===== config.mk =====
export PLATFORM = sky130hd
export DESIGN_NAME = regfile
export DESIGN_NICKNAME = d
export VERILOG_FILES = /design/src/rtl/regfile.sv
export SDC_FILE = /design/constraint.sdc
export NUM_CORES = 2
export LEC_CHECK = 0
export ABC_AREA = 1
export CAP_MARGIN = 20
export CORE_MARGIN = 1.5
export CORE_UTILIZATION = 43
export DETAILED_ROUTE_END_ITERATION = 6
export SLEW_MARGIN = 20
export SYNTH_ARGS = -nofsm -noshare
export SYNTH_HDL_FRONTEND = slang
export SYNTH_SLANG_ARGS = --single-unit

===== constraint.sdc =====
create_clock -name clk -period 6.35 [get_ports clk]
set_input_delay 0.635 -clock clk [delete_from_list [all_inputs] [get_ports clk]]
set_output_delay 0.635 -clock clk [all_outputs]
set_load 0.01 [all_outputs]

===== src/rtl/regfile.sv =====
// rtl/regfile.sv - 32x32 architectural register file with per-register rename tags and commit bypass
module regfile (
  input  logic        clk,
  input  logic        rst,
  input  logic        rdy,
  input  logic        iclr,
  input  logic        iROB_nick_en,
  input  logic [4:0]  iROB_nick,
  input  logic [4:0]  iROB_nick_regnm,
  input  logic        iROB_cmt_en,
  input  logic [4:0]  iROB_cmt_regnm,
  input  logic [31:0] iROB_cmt_dt,
  input  logic [4:0]  iROB_cmt_nick,
  input  logic [4:0]  iDP_rs1_regnm,
  input  logic [4:0]  iDP_rs2_regnm,
  output logic [31:0] oDP_rs1_dt,
  output logic [4:0]  oDP_rs1_nick,
  output logic [31:0] oDP_rs2_dt,
  output logic [4:0]  oDP_rs2_nick
);

  localparam int NW = 5;
  localparam int KW = 5;
  localparam int DW = 32;
  localparam int NREG = 32;

  logic [DW-1:0] data [NREG];
  logic [KW-1:0] tag  [NREG];

  logic          rename_fire;
  logic          cmt_fire;
  logic          cmt_tag_match;
  logic [NW-1:0] rd_nm [2];
  logic [DW-1:0] rd_dt [2];
  logic [KW-1:0] rd_nk [2];

  // x0 is filtered here so nothing downstream ever touches entry 0
  assign rename_fire   = rdy && iROB_nick_en && (iROB_nick_regnm != '0);
  assign cmt_fire      = rdy && iROB_cmt_en && (iROB_cmt_regnm != '0);
  assign cmt_tag_match = (tag[iROB_cmt_regnm] == iROB_cmt_nick);

  always_ff @(posedge clk) begin
    if (rst) begin
      for (int i = 0; i < NREG; i++) begin
        data[i] <= '0;
        tag[i]  <= '0;
      end
    end else if (rdy) begin
      if (cmt_fire) begin
        data[iROB_cmt_regnm] <= iROB_cmt_dt;
      end
      for (int i = 1; i < NREG; i++) begin
        if (iclr) begin
          tag[i] <= '0;
        end else if (rename_fire && (iROB_nick_regnm == NW'(i))) begin
          tag[i] <= iROB_nick;
        end else if (cmt_fire && (iROB_cmt_regnm == NW'(i)) && cmt_tag_match) begin
          // only the producer the tag still points at may clear it
          tag[i] <= '0;
        end
      end
    end
  end

  assign rd_nm[0] = iDP_rs1_regnm;
  assign rd_nm[1] = iDP_rs2_regnm;

  // reads see pre-rename tags; a matching commit is forwarded as ready data
  always_comb begin
    for (int p = 0; p < 2; p++) begin
      rd_dt[p] = '0;
      rd_nk[p] = '0;
      if (!rst && (rd_nm[p] != '0)) begin
        if (cmt_fire && (iROB_cmt_regnm == rd_nm[p]) && cmt_tag_match) begin
          rd_dt[p] = iROB_cmt_dt;
        end else begin
          rd_dt[p] = data[rd_nm[p]];
          rd_nk[p] = tag[rd_nm[p]];
        end
      end
    end
  end

  assign oDP_rs1_dt   = rd_dt[0];
  assign oDP_rs1_nick = rd_nk[0];
  assign oDP_rs2_dt   = rd_dt[1];
  assign oDP_rs2_nick = rd_nk[1];

endmodule


==> metrics <==
Fmax=185 MHz; routed via count=64,800; worst setup margin=0.945 ns; Rows=144; Setup CP Type=primary input to output pin; first-pass GRT wire length=419,000 microns; Max Buffers Root-to-Sink=3; Fin Setup TNS=0 ns; syn_area_per_cell=8.13 sq um; layout filler cell count=14,600; Primary FF master, synth=edfxtp_1; pin count of the biggest net entering global routing=129; commonest non-fill, non-tap cell in the layout=nand2_1; Clk Latency, worst-skew pair=0.79 ns; Clock transition at path regs=0.06 ns; fin crit period=5.40 ns; RSZ-0062 raised after global routing=no; clock sink count=1,179; # port buffers=141; DP HPWL=170,000 microns; DR WL/cell=28.9 microns; CTS root buf=clkbuf_16; drt first-iter violations=10,100; number of global-route vias before repair=59,900; CTS tree=built; DIE WIDTH=398 microns; cts hold-fix bufs=0; TritonCTS Buffers=139; Syn Inst Count=8,247; Post-CTS Setup Bufs=0; die area=158,000 sq um; worst-path maximum fanout=48; Clock Skew=0.0233 ns; synth-to-layout area growth=11.1%; area leader, netlist=edfxtp_1; post-route ant nets=0; Required @ worst endpoint=5.71 ns; Post-synth EDFFs=1,179; Die H=398 microns; largest cells by area after synthesis=edfxtp_1 (53%), nand2_1 (11%), nor2_1 (7.6%); Switching Power=5800 uW; Tcrit/Tclk final=85.1%; share of layout cells above drive strength 1=6.50%; PD cells=266 nW/um^2; Critical Path AT=4.77 ns; Synth Warn #=0; drt via density=6.38; GRT Resource Usage Total=36.1%; status=finished with violations; failing checks=DRC; final hold violation count=0; Remaining Overflow, GRT=0; Crit. End Element=output pin; Worst Hold Class=primary input to flip-flop; mapped cell area=67,100 sq um; Remaining DRCs=20; Initial Utilization=43.4%; commonest non-fill, non-tap cells in the layout=nand2_1 (1,892), nor2_1 (1,359), edfxtp_1 (1,179), a21oi_1 (1,011), nand3_1 (674); final WL=293,000 microns; post-synth top area share=52.8%; register area share after synthesis=52.8%; clock share of power=38.8%; maximum VDD drop=0.000206 V; pre-CTS WS=1.11 ns; Slew headroom=21.1%; flop2flop setup slack=3.03 ns; overall power=19,800 uW; CTS H-tree lvls=4; core outline area=154,000 sq um; power share of the sequential group=46.6%; Least-Margin Pin Slew=1.18 ns; FFs w/ async S/R, synth=0%; FF+latch count, synth=1,179; Sw Share=29.2%; nets=8,073; antenna violations before repair=3; IO Pins=142; combinational power share=14.6%; Max Slew Vio Count=0; placer congestion estimate=0.951; Resized cells post-CTS=0; final setup vio count=0; DR pass1 iterations=7; CP Launch Type=primary input; max capacitance violation total=0; cell leakage power=0.0288 uW; internal cell power=14,000 uW; Distinct cells, synth=38
## cells by family after synthesis
kind of cell | share of synthesized area (%)
AOI/OAI and AO/OA | 15.8
other | 0.00559
buffers and inverters | 6.75
xor gates and xnor gates | 0.0914
DFF | 52.8
and+or+nand+nor | 24.6
## power by group through the flow
stage	Sequential [uW]	Combinational, uW	Clock [uW]
global route	9280	3040	7990
detailed placement	9380	2770	0
floorplan	9300	1610	0
CTS	9220	2780	7700
finish	9240	2890	7690
global placement	9370	2750	0
## through the flow
stage               utilization (%)  instance area (sq um)  hold WS [ns]  std cells
global route                   48.3                  74500         0.683      10200
global placement               45.5                  70300          1.47       9908
CTS                            48.3                  74500         0.648      10200
detailed placement             45.5                  70300          1.47       9908
finish                         48.3                  74500         0.663      10200
floorplan                         -                  67200         0.874       8278
## layout make-up
class	count	area [sq um]	share of cell area [%]
sequential	1179	35400	47.5
multi-input combinational	5983	27400	36.8
timing repair buffer	379	3690	4.95
clock buffer	176	3680	4.94
tap	2044	2560	3.43
inverter	323	1250	1.68
clock inverter	71	541	0.725
antenna	1	2.50	0.00336
## final timing paths
kind                          start              to  cells after the start
hold reg to reg          tag[28][4]      tag[25][4]                     11
setup reg to reg         tag[16][3]      tag[12][2]                     16
hold / removal                  rst     data[0][23]                      2
setup / recovery  iROB_cmt_regnm[0]  oDP_rs2_dt[15]                     18
## state kept, by name (all words and copies together), names as in the netlist
| register | cells |
|---|---|
| data | 1024 |
| tag | 155 |
## cells in the mapped netlist, types with 3 or more instances
| cell | count |
|---|---|
| edfxtp_1 | 1179 |
| o32ai_1 | 6 |
| buf_4 | 10 |
| a31oi_1 | 10 |
| o221ai_1 | 4 |
| o311ai_0 | 231 |
| buf_1 | 94 |
| nand3_2 | 3 |
| a221oi_1 | 28 |
| nand4_1 | 71 |
| buf_6 | 8 |
| inv_1 | 309 |
| a211oi_1 | 15 |
| nand2_1 | 1925 |
| nand3_1 | 683 |
| nor2_1 | 1360 |
| nor2_4 | 4 |
| inv_2 | 12 |
| o21ai_0 | 482 |
| clkbuf_1 | 489 |
| a221o_1 | 11 |
| nor3_1 | 11 |
| o31ai_1 | 19 |
| nand2_2 | 18 |
| nor2_2 | 3 |
| o211ai_1 | 30 |
| xnor2_1 | 5 |
| a21oi_1 | 1012 |
| a32o_1 | 6 |
| o21ai_1 | 7 |
| buf_2 | 192 |
## critical path, stage by stage
cell,delay (ns)
buf_2,0.55
inv_4,0.40
nor2_4,0.50
nand2_1,0.10
nand2_1,0.08
nor2_1,0.04
nor2_1,0.10
nor2_1,0.06
nand2_1,0.09
nand3_1,0.07
nand2_1,0.10
nand2_1,0.10
nor2_4,0.84
buf_12,0.32
nand4_1,0.11
nand2_1,0.09
nor2_1,0.07
clkdlybuf4s50_1,0.48
## metal layers
layer	GRT usage [%]	up-vias	share of wire [%]
li1	-	27900	-
met1	47.2	30700	37
met2	54.0	5174	43
met3	9.49	983	14
met4	21.2	0	6.5
met5	0	-	0
(Power assumes the default switching activity.)
